## src/rtl/dpram_fifo_ctrl_2048_40bit_if.sv

```systemverilog
// ---------------------------------------------------------------------------
// dpram_fifo_ctrl_2048_40bit_if
// Stream-side bundle of the 2048x40 dual-port-RAM FIFO controller.
//   in_valid / in_ready / in_data    : upstream push handshake
//   out_valid / out_ready / out_data : downstream pop handshake
//   count                            : total words held by the FIFO
// The slave modport is the FIFO controller. The master modport is the
// producer/consumer environment around it.
// ---------------------------------------------------------------------------
interface dpram_fifo_ctrl_2048_40bit_if #(
    parameter int DWIDTH = 40,
    parameter int CWIDTH = 12
);
    logic              in_valid;
    logic              in_ready;
    logic [DWIDTH-1:0] in_data;
    logic              out_valid;
    logic              out_ready;
    logic [DWIDTH-1:0] out_data;
    logic [CWIDTH-1:0] count;

    modport slave (
        input  in_valid,
        input  in_data,
        input  out_ready,
        output in_ready,
        output out_valid,
        output out_data,
        output count
    );

    modport master (
        output in_valid,
        output in_data,
        output out_ready,
        input  in_ready,
        input  out_valid,
        input  out_data,
        input  count
    );
endinterface

```

## src/rtl/dpram_fifo_ctrl_2048_40bit.sv

```systemverilog
// ---------------------------------------------------------------------------
// dpram_fifo_ctrl_2048_40bit
// FIFO controller in front of an external 2048x40 dual-port RAM.
// - Port A writes only. Port B reads only, and its read data arrives one
//   cycle after the address is presented.
// - A two-entry output buffer sits behind the RAM read port. Together with
//   an in-flight flag, it lets the FIFO sustain one pop per cycle despite
//   the RAM read latency.
// Ports:
//   clk, reset          : sole clock (rising edge), async active-high reset
//   bus (slave)         : in_* push, out_* pop, count
//   ram_address_a/wren_a/data_a : RAM write port
//   ram_address_b/wren_b/data_b : RAM read port (wren_b/data_b tied to 0)
//   ram_out_b           : RAM read data, one cycle after ram_address_b
// ---------------------------------------------------------------------------
module dpram_fifo_ctrl_2048_40bit #(
    parameter int AWIDTH    = 11,
    parameter int NUM_WORDS = 2048,
    parameter int DWIDTH    = 40,
    parameter int CWIDTH    = 12
) (
    input  logic                   clk,
    input  logic                   reset,
    dpram_fifo_ctrl_2048_40bit_if.slave bus,
    output logic [AWIDTH-1:0]      ram_address_a,
    output logic                   ram_wren_a,
    output logic [DWIDTH-1:0]      ram_data_a,
    output logic [AWIDTH-1:0]      ram_address_b,
    output logic                   ram_wren_b,
    output logic [DWIDTH-1:0]      ram_data_b,
    input  logic [DWIDTH-1:0]      ram_out_b
);

    logic [AWIDTH-1:0] wr_ptr_r;
    logic [AWIDTH-1:0] rd_ptr_r;
    logic [CWIDTH-1:0] ram_occ_r;
    logic              inflt_r;
    logic [1:0]        ob_cnt_r;
    logic [DWIDTH-1:0] ob0_r;
    logic [DWIDTH-1:0] ob1_r;

    logic              in_ready_s;
    logic              out_valid_s;
    logic              push_s;
    logic              pop_s;
    logic              issue_s;
    logic [2:0]        ob_pending_s;

    // Handshake and read-issue decisions, all derived from registered state
    always_comb begin
        in_ready_s   = 1'b0;
        out_valid_s  = 1'b0;
        push_s       = 1'b0;
        pop_s        = 1'b0;
        issue_s      = 1'b0;
        ob_pending_s = 3'd0;
        if (reset) begin
            in_ready_s = 1'b0;
        end else begin
            in_ready_s = (ram_occ_r < CWIDTH'(NUM_WORDS));
        end
        out_valid_s  = (ob_cnt_r != 2'd0);
        push_s       = bus.in_valid & in_ready_s;
        pop_s        = out_valid_s & bus.out_ready;
        // A read may issue only if its data has a buffer slot when it lands.
        // The slot count includes the slot freed by a pop this cycle.
        ob_pending_s = {1'b0, ob_cnt_r} + {2'b00, inflt_r};
        issue_s      = (ram_occ_r != {CWIDTH{1'b0}}) &&
                       (ob_pending_s < (3'd2 + {2'b00, pop_s}));
    end

    assign bus.in_ready  = in_ready_s;
    assign bus.out_valid = out_valid_s;
    assign bus.out_data  = ob0_r;
    assign bus.count     = ram_occ_r + CWIDTH'(inflt_r) + CWIDTH'(ob_cnt_r);

    assign ram_wren_a    = push_s;
    assign ram_address_a = wr_ptr_r;
    assign ram_data_a    = bus.in_data;
    assign ram_address_b = rd_ptr_r;
    assign ram_wren_b    = 1'b0;
    assign ram_data_b    = {DWIDTH{1'b0}};

    // Write/read pointers, RAM occupancy and in-flight read flag
    always_ff @(posedge clk or posedge reset) begin
        if (reset) begin
            wr_ptr_r  <= {AWIDTH{1'b0}};
            rd_ptr_r  <= {AWIDTH{1'b0}};
            ram_occ_r <= {CWIDTH{1'b0}};
            inflt_r   <= 1'b0;
        end else begin
            // Pointers are exactly AWIDTH bits wide, so 2047 wraps to 0 naturally
            if (push_s) begin
                wr_ptr_r <= wr_ptr_r + AWIDTH'(1);
            end
            if (issue_s) begin
                rd_ptr_r <= rd_ptr_r + AWIDTH'(1);
            end
            case ({push_s, issue_s})
                2'b10:   ram_occ_r <= ram_occ_r + CWIDTH'(1);
                2'b01:   ram_occ_r <= ram_occ_r - CWIDTH'(1);
                default: ram_occ_r <= ram_occ_r;
            endcase
            inflt_r <= issue_s;
        end
    end

    // Two-entry output buffer: capture landing read data, shift on pop
    always_ff @(posedge clk or posedge reset) begin
        if (reset) begin
            ob_cnt_r <= 2'd0;
            ob0_r    <= {DWIDTH{1'b0}};
            ob1_r    <= {DWIDTH{1'b0}};
        end else begin
            case ({inflt_r, pop_s})
                2'b10: begin
                    case (ob_cnt_r)
                        2'd0: begin
                            ob0_r    <= ram_out_b;
                            ob_cnt_r <= 2'd1;
                        end
                        2'd1: begin
                            ob1_r    <= ram_out_b;
                            ob_cnt_r <= 2'd2;
                        end
                        default: ob_cnt_r <= ob_cnt_r;
                    endcase
                end
                2'b01: begin
                    ob0_r    <= ob1_r;
                    ob_cnt_r <= ob_cnt_r - 2'd1;
                end
                2'b11: begin
                    // Capture and pop together: occupancy is unchanged and the new
                    // word lands behind whatever remains.
                    if (ob_cnt_r == 2'd1) begin
                        ob0_r <= ram_out_b;
                    end else begin
                        ob0_r <= ob1_r;
                        ob1_r <= ram_out_b;
                    end
                end
                default: ob_cnt_r <= ob_cnt_r;
            endcase
        end
    end

endmodule

```

## src/flat_wrapper.sv

```systemverilog
// flat-port wrapper written by rule: the top's interface ports become plain ports
module dpram_fifo_ctrl_2048_40bit_flat 
#(
    parameter int AWIDTH    = 11,
    parameter int NUM_WORDS = 2048,
    parameter int DWIDTH    = 40,
    parameter int CWIDTH    = 12
)
  (clk, reset, ram_address_a, ram_wren_a, ram_data_a, ram_address_b, ram_wren_b, ram_data_b, ram_out_b, bus_in_valid, bus_in_data, bus_out_ready, bus_in_ready, bus_out_valid, bus_out_data, bus_count);
  dpram_fifo_ctrl_2048_40bit_if #(.DWIDTH(DWIDTH), .CWIDTH(CWIDTH)) bus_i ();
  input  logic clk;
  input  logic reset;
  output logic [AWIDTH-1:0] ram_address_a;
  output logic ram_wren_a;
  output logic [DWIDTH-1:0] ram_data_a;
  output logic [AWIDTH-1:0] ram_address_b;
  output logic ram_wren_b;
  output logic [DWIDTH-1:0] ram_data_b;
  input  logic [DWIDTH-1:0] ram_out_b;
  input wire logic [$bits(bus_i.in_valid)-1:0] bus_in_valid;
  input wire logic [$bits(bus_i.in_data)-1:0] bus_in_data;
  input wire logic [$bits(bus_i.out_ready)-1:0] bus_out_ready;
  output wire logic [$bits(bus_i.in_ready)-1:0] bus_in_ready;
  output wire logic [$bits(bus_i.out_valid)-1:0] bus_out_valid;
  output wire logic [$bits(bus_i.out_data)-1:0] bus_out_data;
  output wire logic [$bits(bus_i.count)-1:0] bus_count;
  assign bus_i.in_valid = bus_in_valid;
  assign bus_i.in_data = bus_in_data;
  assign bus_i.out_ready = bus_out_ready;
  assign bus_in_ready = bus_i.in_ready;
  assign bus_out_valid = bus_i.out_valid;
  assign bus_out_data = bus_i.out_data;
  assign bus_count = bus_i.count;
  dpram_fifo_ctrl_2048_40bit #(.AWIDTH(AWIDTH), .NUM_WORDS(NUM_WORDS), .DWIDTH(DWIDTH), .CWIDTH(CWIDTH)) u_core (.clk(clk), .reset(reset), .bus(bus_i), .ram_address_a(ram_address_a), .ram_wren_a(ram_wren_a), .ram_data_a(ram_data_a), .ram_address_b(ram_address_b), .ram_wren_b(ram_wren_b), .ram_data_b(ram_data_b), .ram_out_b(ram_out_b));
endmodule
```

## config.mk

```make
export PLATFORM = sky130hd
export DESIGN_NAME = dpram_fifo_ctrl_2048_40bit_flat
export DESIGN_NICKNAME = d
export VERILOG_FILES = /design/src/rtl/dpram_fifo_ctrl_2048_40bit_if.sv /design/src/rtl/dpram_fifo_ctrl_2048_40bit.sv /design/src/flat_wrapper.sv
export SDC_FILE = /design/constraint.sdc
export NUM_CORES = 1
export LEC_CHECK = 0
export ABC_AREA = 1
export BUFFER_PORTS_ARGS = -buffer_cell sky130_fd_sc_hd__buf_4
export CORE_MARGIN = 10
export CORE_UTILIZATION = 54
export CTS_BUF_LIST = sky130_fd_sc_hd__clkbuf_8
export CTS_CLUSTER_DIAMETER = 100
export DETAILED_ROUTE_END_ITERATION = 10
export PLACE_DENSITY = 0.89
export SLEW_MARGIN = 20
export SYNTH_ARGS = -nofsm -noshare
export SYNTH_HDL_FRONTEND = slang
export SYNTH_SLANG_ARGS = --single-unit
```

## constraint.sdc

```tcl
create_clock -name clk -period 4.2 [get_ports clk]
set_input_delay 0 -clock clk [delete_from_list [all_inputs] [get_ports clk]]
set_output_delay 0 -clock clk [all_outputs]
set_load 0.03 [all_outputs]
```

==> flow_metrics.py, run 1 <==
metrics = {
    "status": {
        "outcome": "finished clean",
    },
    "logic_synthesis": {
        "postSynthAreaPerCell_um2": 7.57,
        "ys.flop_type": "dfrtp_1",
        "ys_types": 38,
        "synth-seq-cells": 117,
        "ys.warnings.count": 0,
        "syn_area_mm2": 0.00768,
        "syn-instance-count": 1015,
        "synth_top_area_cell": "dfrtp_1",
        "yosysTopAreaCellShare_pct": 38.1,
        "seq_area_frac_synth_pct": 38.1,
        "synth_common_cells": "nand2_1, dfrtp_1, inv_1",
        "synth_area_leaders": "dfrtp_1, nand2_1, buf_4",
        "synth-edff-count": 0,
        "synthArstFlopShare_pct": 100,
        "synthMostInstantiatedCell": "nand2_1",
    },
    "power_and_ir_drop": {
        "leakage_nw": 4.51,
        "p_int_mw": 4.38,
        "p_total_mw": 9.06,
        "clkPwrFrac_pct": 12.3,
        "power_frac_seq_pct": 23.4,
        "irDropWorstVdd_v": 0.000714,
        "net-switching-power_mw": 4.67,
        "p_sw_share_pct": 51.6,
        "comb_power_share_pct": 64.3,
        "p_per_area_mw_per_mm2": 1000,
    },
    "worst_setup_path": {
        "path_class": "register to register",
        "cp-end-kind": "register",
        "r2r-start": "u_core.ob_cnt_r[1]",
        "cp.required_ns": 4.54,
        "worstSetupStartpoint": "u_core.ob_cnt_r[1]",
        "arrival_ns": 3.66,
        "slowest_delay_ns": 0.55,
        "cp-start-kind": "register",
        "worst_path_max_delay_cell": "ha_1",
        "crit_chain": "inv_1 > ha_1 > inv_2 > nand2_2 > o21ai_1 > nand2_1 > nor2_1 > buf_4 > ha_1 > inv_1 > fa_1 > inv_1 > nand3_1 > nand3_1 > nand2_1 > nand3_1 > nand2_1 > nor2_1 > nor2_1",
        "crit_fanout": 21,
    },
    "sta": {
        "skew_ns": 0.0103,
        "setup_viol": 0,
        "drv_slew": 0,
        "worst_pin_slew_ns": 1.07,
        "maxSlewHeadroom_pct": 28.8,
        "period_needed_ns": 3.32,
        "fin_hold_ws_ns": 0.00000969,
        "timing.setup.tns_ns": 0,
        "finalHoldViolations": 0,
        "rsz0062_at_grt": "false",
        "fmax_mhz": 301,
        "period_share_pct": 79.0,
    },
    "global_routing": {
        "use_met2_pct": 33.0,
        "grt_use_met1_pct": 23.9,
        "antenna_found_initial": 1,
        "top_usage_layer": "met2",
        "grt_pass1_vias": 6894,
        "grt_max_degree": 78,
        "grt_pass1_wl_mm": 32.8,
        "met3_usage_pct": 5.82,
        "track_usage_pct": 19.9,
        "grt.overflow.total": 0,
    },
    "die": {
        "num_io_pins": 242,
        "dieArea_mm2": 0.0194,
        "num_rows": 43,
        "die_w_um": 139,
        "start_util_pct": 55.1,
        "design.core.area_mm2": 0.0139,
        "die_h_um": 139,
    },
    "cts": {
        "clock_latency_ns": 0.44,
        "cts.sinks": 117,
        "path_clk_slew_ns": 0.07,
        "postCtsSetupBuffers": 0,
        "cts_buffer_depth": 2,
        "root_buffer": "clkbuf_8",
        "numCtsBuffers": 17,
        "htree_levels": 4,
        "tritoncts": "done",
    },
    "layout": {
        "fin_area_mm2": 0.00906,
        "final_nets": 1221,
        "fillers": 1147,
        "drive_above_1_share_pct": 16.3,
        "stdcell_count": 1307,
        "syn_to_final_growth_pct": 17.9,
    },
    "detailed_routing": {
        "vias": 6985,
        "wl_mm": 19.7,
        "remaining_drc_errors": 0,
        "dr.pass1.iters": 7,
        "wl_per_cell_um": 15.1,
        "drtIter0Drc": 614,
        "detail-route-antenna-nets": 0,
        "vias_per_cell": 5.34,
    },
    "place": {
        "port_buffers": 120,
        "dp_cells": 1232,
        "place_area_mm2": 0.00820,
        "dp_hpwl_mm": 13.3,
        "place.gp.congestion": 0.905,
    },
    "flow_run": {
        "drv_cap": 0,
    },
    "min_path": {
        "worst_hold_path_type": "primary input to output port",
        "hold_start": "bus_in_data[2]",
    },
}
cells by family after synthesis:
group	after synthesis	synth area share, %
compound gates	229	17.9
xor+xnor	29	3.31
fa+ha+maj	24	4.20
buf+inv	243	16.6
flops	117	38.1
other cells	1	0.0488
simple gates	372	19.8
cells in the final DEF, fill, tap and decap left out, types with 4 or more instances in the layout:
cell and count:
a21oi_1 23, a22oi_1 16, a31oi_1 33, buf_4 128, clkbuf_8 22, conb_1 41, dfrtp_1 117, dlygate4sd3_1 42
ha_1 21, inv_1 106, inv_2 4, nand2_1 227, nand3_1 23, nand4_1 11, nor2_1 91, nor3_1 7
o211ai_1 25, o21ai_0 67, o21ai_1 31, o21ai_2 5, o221ai_1 8, o22ai_1 19, xnor2_1 7, xor2_1 22
registers in the layout (all words and copies together), names as in the netlist:
signal	count
u_core.bus.out_data	40
u_core.inflt_r	1
u_core.ob1_r	40
u_core.ob_cnt_r	2
u_core.ram_address_a	11
u_core.ram_address_b	11
u_core.ram_occ_r	12
what timing repair did:
action,4_1_cts,5_1_grt
resized for setup,0,0
hold endpoints to repair,161,0
hold buffers,42,0
cell type report:
class / instances / area [µm²] / share of cell area, %
inverters: 111 / 424 / 4.68
clock buffers: 22 / 303 / 3.34
flip-flops and latches: 117 / 2930 / 32.3
repair buffers: 171 / 1400 / 15.5
well taps: 180 / 225 / 2.49
diodes: 2 / 5.00 / 0.0553
clock inverters: 9 / 125 / 1.38
multi-input cells: 695 / 3650 / 40.3
metal layers:
metal	part of all wire [%]	wire, µm
met4	1.6	318
met2	49	9670
met3	8.6	1700
met1	41	8020
met5	0	0
worst paths after layout:
check | depth (start not counted) | slack [ns] | to
setup / recovery | 19 | 0.88 | u_core.ram_occ_r[8]
hold / removal | 0 | 0.00001 | ram_data_a[2]
setup reg to reg | 19 | 0.88 | u_core.ram_occ_r[8]
hold reg to reg | 1 | 0.50 | u_core.ram_address_a[10]
max in group asynchronous | 4 | 2.91 | u_core.bus.out_data[39]
min in group asynchronous | 3 | 0.26 | u_core.ram_occ_r[10]
metrics by stage:
stage	util (%)	setup slack, ns
floorplan	-	1.10
global placement	58.9	0.999
detailed placement	58.9	0.918
CTS	64.9	0.917
global route	65.0	0.571
finish	65.0	0.880
power by group through the flow:
stage / combinational (mW) / clock, mW / sequential [mW]
CTS: 5.81 / 1.14 / 2.11
global placement: 5.60 / 0 / 2.10
detailed placement: 5.76 / 0 / 2.13
global route: 6.54 / 1.19 / 2.19
finish: 5.82 / 1.11 / 2.12
floorplan: 3.96 / 0 / 2.54
critical path: cells and delay by family (launching register included):
family          cells  cell delay (ns)
buf+inv             5             0.65
flops               1             0.43
compound gates      1             0.13
fa+ha+maj           3             1.16
simple gates       10             0.86
No activity file was read; power rests on OpenSTA's default activity.
==> run 2: changes to the inputs <==
- CORE_UTILIZATION: 54 -> 48
- PLACE_DENSITY: 0.89 -> 0.84
- clock period: 4.2 -> 2.76 ns (I/O delays scaled with it)
==> run 2 against run 1 <==
  * Via count grew 0.96%
  * Die area is 11% higher
  * Core utilization decreased by 5.3 points
  * Critical endpoint is now u_core.ram_occ_r[10]
  * Sequential power is 51% higher
  * Count of clock-buffer cells in the layout shrank 3
  * Largest power group unchanged
  * Highest routed layer unchanged
==> flow_metrics.py, run 2 (same netlist as run 1, synthesis figures left out) <==
metrics = {
    "global_routing": {
        "grt_pass1_wl_mm": 33.3,
        "antenna_found_initial": 1,
        "track_usage_pct": 18.1,
        "grt_pass1_vias": 6785,
        "grt.overflow.total": 0,
        "grt_max_degree": 118,
    },
    "worst_setup_path": {
        "crit_fanout": 11,
        "cp-start-kind": "register",
        "cp.required_ns": 3.14,
        "path_class": "register to register",
        "cp-end-kind": "register",
        "r2r-start": "u_core.ob_cnt_r[0]",
        "reg2reg_to": "u_core.ram_occ_r[10]",
        "r2r_setup_slack_ns": 0.05,
        "worst_path_max_delay_cell": "dfrtp_1",
        "arrival_ns": 3.09,
        "ff2ff_path_depth": 17,
        "crit_chain": "inv_2 > ha_1 > inv_2 > nand2_2 > o21ai_1 > nand2_1 > nor2_4 > ha_4 > buf_8 > ha_2 > nand2_1 > nand2_1 > a21oi_1 > nand3_1 > nand2_1 > nand3_1 > nand2_1",
        "cp_common_cell": "nand2_1",
        "slowest_delay_ns": 0.39,
    },
    "flow_run": {
        "drv_cap": 0,
    },
    "detailed_routing": {
        "remaining_drc_errors": 0,
        "drtIter0Drc": 553,
        "wl_mm": 20.2,
        "vias": 7052,
        "vias_per_cell": 5.17,
        "dr.pass1.iters": 5,
        "wl_per_cell_um": 14.8,
        "detail-route-antenna-nets": 0,
    },
    "cts": {
        "htree_levels": 4,
        "clock_latency_ns": 0.44,
        "path_clk_slew_ns": 0.07,
        "numCtsBuffers": 17,
        "tritoncts": "done",
        "root_buffer": "clkbuf_8",
        "cts.sinks": 117,
        "cts_buffer_depth": 2,
    },
    "die": {
        "design.core.area_mm2": 0.0158,
        "num_rows": 46,
        "die_h_um": 147,
        "num_io_pins": 242,
        "dieArea_mm2": 0.0215,
        "start_util_pct": 48.7,
        "die_w_um": 147,
    },
    "sta": {
        "timing.setup.tns_ns": 0,
        "skew_ns": 0.00922,
        "finalHoldViolations": 0,
        "setup_viol": 0,
        "fmax_mhz": 369,
        "fin_hold_ws_ns": 0.00000839,
        "period_needed_ns": 2.71,
        "setup_ws_ns": 0.0480,
        "maxSlewHeadroom_pct": 47.7,
        "period_share_pct": 98.3,
        "drv_slew": 0,
        "worst_pin_slew_ns": 0.781,
    },
    "layout": {
        "mostFrequentLayoutCells": "nand2_1, buf_4, dfrtp_1",
        "fin_util_pct": 59.7,
        "stdcell_count": 1363,
        "fin_area_mm2": 0.00941,
        "final_nets": 1241,
        "drive_above_1_share_pct": 20.2,
        "fillers": 1434,
        "syn_to_final_growth_pct": 22.5,
        "final_common_cell": "nand2_1",
    },
    "min_path": {
        "hold_depth": 0,
        "hold_start": "bus_in_data[2]",
        "hold_end": "ram_data_a[2]",
        "worst_hold_path_type": "primary input to output port",
    },
    "place": {
        "dp_hpwl_mm": 13.4,
        "port_buffers": 120,
        "dp_cells": 1282,
        "place_area_mm2": 0.00842,
        "place.gp.congestion": 0.896,
        "place_ws_ns": -0.0595,
    },
    "power_and_ir_drop": {
        "p_total_mw": 14.6,
        "p_per_area_mw_per_mm2": 1560,
        "leakage_nw": 4.60,
        "irDropWorstVdd_v": 0.00124,
    },
    "status": {
        "outcome": "finished clean",
    },
}
run 2: changes by cell type in the layout (fill, tap and decap cells not counted), sizes merged:
cell and change:
buf +20, bufinv -1, clkbuf -3, clkinv +2
clkinvlp +3, diode -1
run 2: layout make-up:
| class | count | area, µm² | area share (%) |
|---|---|---|---|
| sequential | 117 | 2930 | 31.1 |
| clock inverter | 13 | 135 | 1.44 |
| timing repair buffer | 191 | 1610 | 17.1 |
| inverter | 111 | 423 | 4.49 |
| clock buffer | 19 | 262 | 2.78 |
| multi-input combinational | 695 | 3780 | 40.1 |
| antenna | 1 | 2.50 | 0.0266 |
| tap | 216 | 270 | 2.87 |
run 2: worst max-delay path: cells and delay by family (launching register included):
| kind | cells | cell delay, ns |
|---|---|---|
| adders and majority gates | 3 | 0.68 |
| DFF | 1 | 0.39 |
| and+or+nand+nor | 9 | 0.89 |
| buffers and inverters | 3 | 0.32 |
| AOI/OAI and AO/OA | 2 | 0.36 |
run 2: repair_timing:
item,CTS,global route
gates resized for setup,2,33
hold buffers,42,0
endpoints found under the hold margin,201,0
endpoints found under the setup margin,3,10
setup buffers,0,6
pin swaps,0,6
run 2: worst max-delay path by stage:
| stage | startpoint | endpoint | slack, ns | cells after the start |
|---|---|---|---|---|
| after floorplan | u_core.ob_cnt_r[1] | u_core.ram_occ_r[8] | 0.02 | 19 |
| after global placement | u_core.ob_cnt_r[0] | u_core.ram_occ_r[7] | 0.07 | 17 |
| after detailed placement | u_core.ob_cnt_r[0] | u_core.ram_occ_r[7] | -0.06 | 17 |
| after CTS | u_core.ob_cnt_r[0] | u_core.ram_occ_r[6] | 0.04 | 17 |
| after global routing | u_core.ob_cnt_r[0] | u_core.ram_occ_r[8] | -0.07 | 18 |
| final | u_core.ob_cnt_r[0] | u_core.ram_occ_r[10] | 0.05 | 17 |
run 2: per-layer routing:
layer  up-vias  share of wire, %  GRT usage [%]
met2       249                49           29.5
met4         0               1.7           5.16
met1      3309                43           23.1
met5         -                 0              0
met3        36               6.0           4.82
li1       3458                 -              -
run 2: report_power, final:
group          total (mW)  switching, mW  internal (mW)
Clock                1.57          0.731          0.844
Combinational        9.87           6.21           3.66
Sequential           3.20          0.599           2.60
